`src/rtl/param_seq_counter_pkg.sv`:
```
// Shared defaults and direction encoding for the modulo-N sequence counter slice.
package param_seq_counter_pkg;

  localparam int DEF_WIDTH = 4;
  localparam int DEF_MOD   = 10;
  localparam int DEF_OUT_W = 4;

  typedef enum logic {
    DIR_DOWN = 1'b0,
    DIR_UP   = 1'b1
  } dir_e;

endpackage

```
`src/rtl/param_seq_counter_if.sv`:
```
// Control/status bundle between a counter controller (master) and the counter (slave).
interface param_seq_counter_if
  import param_seq_counter_pkg::*;
#(
  parameter int WIDTH = DEF_WIDTH,
  parameter int OUT_W = DEF_OUT_W
);

  logic             En;
  logic             Up;
  logic             Load;
  logic [WIDTH-1:0] LoadVal;
  logic [WIDTH-1:0] Count;
  logic [OUT_W-1:0] Next;
  logic             Tc;
  logic             Wrapped;

  modport master (
    output En, Up, Load, LoadVal,
    input  Count, Next, Tc, Wrapped
  );

  modport slave (
    input  En, Up, Load, LoadVal,
    output Count, Next, Tc, Wrapped
  );

endinterface

```
`src/rtl/param_seq_counter_seq_lut.sv`:
```
// Combinational digit table: maps a count index to its programmed OUT_W-bit entry.
// Out-of-range indices (Count >= MOD) select entry 0.
module seq_lut
  import param_seq_counter_pkg::*;
#(
  parameter int                   WIDTH    = DEF_WIDTH,
  parameter int                   MOD      = DEF_MOD,
  parameter int                   OUT_W    = DEF_OUT_W,
  parameter logic [MOD*OUT_W-1:0] SEQ_INIT = '0
) (
  input  logic [WIDTH-1:0] Count,
  output logic [OUT_W-1:0] Next
);

  always_comb begin
    Next = SEQ_INIT[0 +: OUT_W];
    for (int unsigned i = 1; i < MOD; i++) begin
      if (Count == WIDTH'(i)) Next = SEQ_INIT[i*OUT_W +: OUT_W];
    end
  end

endmodule

```
`src/rtl/param_seq_counter.sv`:
```
// Parametrised modulo-MOD up/down counter with load, enable, terminal count and wrap pulse.
// Define SEQ_COUNTER_LUT_EN to map Count through the SEQ_INIT digit table on Next.
module param_seq_counter
  import param_seq_counter_pkg::*;
#(
  parameter int                   WIDTH    = DEF_WIDTH,
  parameter int                   MOD      = DEF_MOD,
  parameter int                   OUT_W    = DEF_OUT_W,
  parameter logic [MOD*OUT_W-1:0] SEQ_INIT = '0
) (
  input  logic                Clk,
  input  logic                Clr,
  param_seq_counter_if.slave  bus
);

  localparam logic [WIDTH-1:0] MAX = WIDTH'(MOD - 1);

  logic [WIDTH-1:0] count_q;
  logic [WIDTH-1:0] count_d;
  logic             wrapped_q;
  logic             at_top;
  logic             at_bottom;
  logic             tc;
  dir_e             dir;

  assign dir = bus.Up ? DIR_UP : DIR_DOWN;

  // Illegal states above MAX are folded into the wrap conditions of both directions.
  always_comb begin
    at_top    = (count_q >= MAX);
    at_bottom = (count_q == '0) || (count_q > MAX);
    tc        = bus.En && !bus.Load && ((dir == DIR_UP) ? at_top : at_bottom);
  end

  always_comb begin
    count_d = count_q;
    if (bus.Load) begin
      count_d = (bus.LoadVal > MAX) ? MAX : bus.LoadVal;
    end else if (bus.En) begin
      if (dir == DIR_UP) count_d = at_top    ? '0  : count_q + WIDTH'(1);
      else               count_d = at_bottom ? MAX : count_q - WIDTH'(1);
    end
  end

  always_ff @(posedge Clk or posedge Clr) begin
    if (Clr) begin
      count_q   <= '0;
      wrapped_q <= 1'b0;
    end else begin
      count_q   <= count_d;
      wrapped_q <= tc;
    end
  end

  assign bus.Count   = count_q;
  assign bus.Tc      = tc;
  assign bus.Wrapped = wrapped_q;

`ifdef SEQ_COUNTER_LUT_EN
  seq_lut #(
    .WIDTH    (WIDTH),
    .MOD      (MOD),
    .OUT_W    (OUT_W),
    .SEQ_INIT (SEQ_INIT)
  ) u_lut (
    .Count (count_q),
    .Next  (bus.Next)
  );
`else
  assign bus.Next = OUT_W'(count_q);
`endif

endmodule
```
`src/flat_wrapper.sv`:
```
// flat-port wrapper written by rule: the top's interface ports become plain ports
module param_seq_counter_flat import param_seq_counter_pkg::*;
#(
  parameter int                   WIDTH    = DEF_WIDTH,
  parameter int                   MOD      = DEF_MOD,
  parameter int                   OUT_W    = DEF_OUT_W,
  parameter logic [MOD*OUT_W-1:0] SEQ_INIT = '0
)
  (Clk, Clr, bus_En, bus_Up, bus_Load, bus_LoadVal, bus_Count, bus_Next, bus_Tc, bus_Wrapped);
  param_seq_counter_if #(.WIDTH(WIDTH), .OUT_W(OUT_W)) bus_i ();
  input  logic Clk;
  input  logic Clr;
  input wire logic [$bits(bus_i.En)-1:0] bus_En;
  input wire logic [$bits(bus_i.Up)-1:0] bus_Up;
  input wire logic [$bits(bus_i.Load)-1:0] bus_Load;
  input wire logic [$bits(bus_i.LoadVal)-1:0] bus_LoadVal;
  output wire logic [$bits(bus_i.Count)-1:0] bus_Count;
  output wire logic [$bits(bus_i.Next)-1:0] bus_Next;
  output wire logic [$bits(bus_i.Tc)-1:0] bus_Tc;
  output wire logic [$bits(bus_i.Wrapped)-1:0] bus_Wrapped;
  assign bus_i.En = bus_En;
  assign bus_i.Up = bus_Up;
  assign bus_i.Load = bus_Load;
  assign bus_i.LoadVal = bus_LoadVal;
  assign bus_Count = bus_i.Count;
  assign bus_Next = bus_i.Next;
  assign bus_Tc = bus_i.Tc;
  assign bus_Wrapped = bus_i.Wrapped;
  param_seq_counter #(.WIDTH(WIDTH), .MOD(MOD), .OUT_W(OUT_W), .SEQ_INIT(SEQ_INIT)) u_core (.Clk(Clk), .Clr(Clr), .bus(bus_i));
endmodule
```
`config.mk`:
```
export PLATFORM = sky130hd
export DESIGN_NAME = param_seq_counter_flat
export DESIGN_NICKNAME = d
export VERILOG_FILES = /design/src/rtl/param_seq_counter_pkg.sv /design/src/rtl/param_seq_counter_if.sv /design/src/rtl/param_seq_counter_seq_lut.sv /design/src/rtl/param_seq_counter.sv /design/src/flat_wrapper.sv
export SDC_FILE = /design/constraint.sdc
export NUM_CORES = 1
export LEC_CHECK = 0
export BUFFER_PORTS_ARGS = -buffer_cell sky130_fd_sc_hd__buf_2
export CELL_PAD_IN_SITES_DETAIL_PLACEMENT = 0
export CELL_PAD_IN_SITES_GLOBAL_PLACEMENT = 1
export CORE_MARGIN = 4
export CORE_UTILIZATION = 29
export DETAILED_ROUTE_END_ITERATION = 8
export PLACE_DENSITY = 0.79
export RECOVER_POWER = 25
export SYNTH_ARGS = -nofsm -noshare
export SYNTH_HDL_FRONTEND = slang
export SYNTH_SLANG_ARGS = --single-unit
```
`constraint.sdc`:
```
create_clock -name Clk -period 1.5 [get_ports Clk]
set_input_delay 0.3 -clock Clk [delete_from_list [all_inputs] [get_ports Clk]]
set_output_delay 0.3 -clock Clk [all_outputs]
set_load 0.005 [all_outputs]
```
# Word-level counts from Yosys, hierarchy flattened
# Cells that the tools add are included.
[op_classes] add_sub_neg=2 n_lt_le_gt_ge=3 mux=8 reduce_logical=6
[op_table] cell="$mux W4" n=6
[op_table] cell="$gt A4 B4 Y1 const B" n=2
[op_table] cell="$add A4 B1 Y4 const B" n=1
[op_table] cell="$ge A4 B4 Y1 const B" n=1
[op_table] cell="$logic_not A4 Y1" n=1
[op_table] cell="$sub A4 B1 Y4 const B" n=1
[op_table] cell="$logic_and A1 B1 Y1" n=2
[op_table] cell="$mux W1" n=2
[op_table] cell="$reduce_bool A2 Y1" n=1
[op_table] cell="$logic_not A1 Y1" n=1
[op_table] cell="$logic_or A1 B1 Y1" n=1
[word_totals] ff_bits=5 input_bits=9 output_inout_bits=10 elab_cells=21

# Longest topological paths before layout
[depth] depth_word=6 mapped_depth=6 mapped_depth_nobuf=6

# Worst setup path before layout
# OpenSTA, ideal clock, no wires.
[synth_timing] path_type="register -> output" start="register u_core.count_q[0] (netlist: u_core.bus.Count[0])" end="output port bus_Tc" arrival_ns=1.312 t_required_ns=1.200 path_slack_ns=-0.112 path_stages_with_launch=6 n_path_buf=0 path_cell_list="dfrtp_1 inv_1 ha_1 or3b_4 nand3_1 a21oi_1"
[synth_between] elab_chain_cells=4
[synth_rtl] element="start, declared" line_no="param_seq_counter.sv:18" text="logic [WIDTH-1:0] count_q;"
[synth_rtl] element="start signal, assigned" line_no="param_seq_counter.sv:50" text="count_q <= count_d;"
[synth_rtl] element="$gt A4 B4 Y1 or $logic_not A4 Y1 (tied branches)" line_no="param_seq_counter.sv:31" text="at_bottom = (count_q == '0) || (count_q > MAX);"
[synth_rtl] element="$logic_or A1 B1 Y1" line_no="param_seq_counter.sv:31"
[synth_rtl] element="$mux W1 *" line_no="param_seq_counter.sv:32" text="tc = bus.En && !bus.Load && ((dir == DIR_UP) ? at_top : at_bottom);"
[synth_rtl] element="$logic_and A1 B1 Y1 *" line_no="param_seq_counter.sv:32"
[synth_rtl] element="end, declared" line_no="flat_wrapper.sv:19" text="output wire logic [$bits(bus_i.Tc)-1:0] bus_Tc;"
# Mark *: on every way between the ends. The rest lies on a longest branch, timed or not.

# Worst setup path after layout
# Same ends and word-level chain as after synthesis.

==> key figures <==
Run status
  – Status: finished, violations left
  – Failing checks: negative setup slack

GRT
  – Overflow after GRT: 0
  – Number of global-route vias before repair: around 520
  – Initial antenna violation count: 0
  – Tot GR Track Use: 0.121
  – First-pass GRT wire length: between 2000 and 2500 um
  – Largest net degree at the start of global routing: 11

Clock tree
  – Htree depth: 1
  – CTS tree: done
  – Clock-pin slew on the worst setup and hold paths: about 50 ps
  – Clk_lat worst skew: about 240 ps
  – Clk sink count: 5
  – TritonCTS buffer count: 3
  – Clock Tree Root: clkbuf_4
  – Clock Path Buffers: 2

STA
  – Setup TNS: -1040 ps
  – RSZ-0062 raised after global routing: true
  – Layout Skew: about 3.0 ps
  – Final hold slack: about 330 ps
  – Slew margin rel.: 0.770
  – Crit share post-route: 1.25
  – Final hold vios: 0
  – Post-layout minimum cycle time: 1880 ps
  – F_max: 0.533 GHz
  – Final worst slack: -375 ps
  – Slew @ Worst Pin: 336 ps
  – Final setup fails: 5
  – Max-slew violations: 0

Worst setup path
  – WP data required: ~1200 ps
  – Startpoint Class: register
  – Worst setup EP type: output port
  – Slowest stage cell, crit path: dfrtp_2
  – Worst Path Arrival: 1580 ps
  – Largest stage delay, worst path: 430 ps
  – Setup CP Type: register to output port
  – Crit-path cells: inv_2 > ha_4 > or3b_4 > nand3_4 > a21oi_2 > buf_2
  – Crit-path max FO: 4
  – Worst R2R Path Depth: 7

Yosys
  – Async SR Flop Fraction: 1.00
  – FF+latch count, synth: 5
  – Unique cell type count in the Yosys netlist: 29
  – Number of synthesized flops with an enable pin: 0
  – Sequential-to-total area share from yosys stat: 0.251
  – Syn Area/Cell: just under 8 um2
  – Cells after synthesis: 64
  – Syn_nets: 77
  – YS warnings: 0
  – Post-Synthesis Cell Area: roughly 500 um2
  – Prevailing post-synth register cell: dfrtp_1

Place
  – Dpl hpwl: roughly 1000 um
  – Global placement routability congestion: between 0.8 and 0.9
  – Port bufs: 18

Layout
  – # diodes: 0
  – Fraction of layout cells with a size suffix above 1: 0.484
  – Layout net count: ~110
  – Most common cell after layout, fill and taps aside: buf_2
  – Commonest cells after routing, fill and taps aside: buf_2 (18), buf_4 (11), nor2_1 (7), inv_1 (6), dfrtp_1 (4)
  – Syn-to-layout area delta: 46.4%
  – Post-layout util: 0.469

Floorplan
  – Initial core utilization: 0.320
  – Rows: 14
  – Core ar.: between 0.0015 and 0.002 mm2
  – Die ar.: around 0.0024 mm2
  – Die X-Extent: slightly below 50 um
  – Die Ht: just under 50 um
  – Number of I/O pins: 19

Detailed routing
  – Vias: 546
  – Routed WL per cell: ~13 um
  – First-pass DRT Iterations: 4
  – Post-route DRC violation count: 0
  – Detail Route Antenna Nets: 0
  – Vias per inst: about 5.1
  – DRT iter0 DRCs: 3
  – Final wirelength: around 1400 um

Pwr
  – P_leak: ~0.35 nW
  – Pwr Density: ~850 mW/mm2
  – Worst IR Drop VDD: between 0.4 and 0.5 mV

Flow run
  – Total of max-cap violations: 0

Min path
  – Hold Path Class: input port to register
  – Hold path cells: 3
-- cell families after synthesis --
group,synth area share
DFF,0.251
AOI/OAI and AO/OA,0.258
xor gates and xnor gates,0.0351
adders and majority gates,0.100
and+or+nand+nor,0.198
buffers and inverters,0.158
-- worst max-delay path, delay by kind of cell (launching register included) --
kind                     cells  cell delay (ps)
AO/OA/AOI/OAI                1               60
flip-flops                   1              430
AND/OR/NAND/NOR              2              480
adder cells (fa/ha/maj)      1              130
buffers and inverters        2              220
-- worst paths after layout --
path / startpoint / end / slack, ps
hold reg to reg: u_core.bus.Count[0]$_DFFE_PP0P_ / u_core.bus.Count[0]$_DFFE_PP0P_ / 780
hold / removal: bus_LoadVal[0] / u_core.bus.Count[0]$_DFFE_PP0P_ / 330
max in group asynchronous: Clr / u_core.bus.Count[0]$_DFFE_PP0P_ / 810
min in group asynchronous: Clr / u_core.bus.Count[2]$_DFFE_PP0P_ / 520
setup reg to reg: u_core.bus.Count[0]$_DFFE_PP0P_ / u_core.bus.Count[3]$_DFFE_PP0P_ / -220
setup / recovery: u_core.bus.Count[0]$_DFFE_PP0P_ / bus_Tc / -380
-- routing by layer --
layer,up-vias,part of all wire,global-route usage
li1,273,-,-
met1,245,0.43,0.129
met2,26,0.48,0.212
met3,2,0.070,0.0422
met4,0,0.015,0.0553
met5,-,0,0
-- registers in the layout (all words and copies together) (netlist names) --
signal              cells
u_core.bus.Wrapped      1
u_core.bus.Count        4
-- through the flow --
step	cell area [um2]	cells	total power, mW	setup slack [ps]
4_1_cts	722	107	0.616	-361
3_5_place_dp	649	100	0.433	-179
5_1_grt	731	107	0.675	-450
3_3_place_gp	649	100	0.431	-148
6_report	731	107	0.621	-375
2_1_floorplan	520	64	0.338	-25.9
-- synthesized netlist by cell type (2+ instances only) --
library cell / number / area share
ha_1: 4 / 0.10
nor2_1: 7 / 0.053
a21oi_1: 5 / 0.050
o31ai_1: 2 / 0.030
buf_4: 4 / 0.060
nand2b_1: 3 / 0.038
inv_1: 8 / 0.060
dfrtp_1: 5 / 0.25
nor3_1: 2 / 0.020
nor2b_1: 2 / 0.025
o21ai_0: 3 / 0.030
a31oi_1: 2 / 0.025
-- cell type report --
cell class | count | area, um2
clock buffers | 3 | 22.5
clock inverters | 1 | 5.00
fillers | 147 | 828
inverters | 8 | 30.0
multi-input cells | 44 | 344
flip-flops and latches | 5 | 126
well taps | 16 | 20.0
repair buffers | 30 | 183
-- report_power, final --
part | total (mW) | switching [mW] | leakage, nW | internal [mW]
registers | 0.173 | 0.0219 | 0.0609 | 0.151
logic | 0.292 | 0.140 | 0.276 | 0.152
clock network | 0.156 | 0.0593 | 0.0177 | 0.0966
total | 0.621 | 0.221 | 0.355 | 0.399
-- repair_timing --
action / 4_1_cts / 5_1_grt
pin swaps: 4 / 2
buffers inserted: 2 / 0
hold buffers: 1 / 0
setup endpoints to repair: 5 / 5
resized for setup: 5 / 2
endpoints found under the hold margin: 5 / 0
Power figures use the tool's default switching activity.
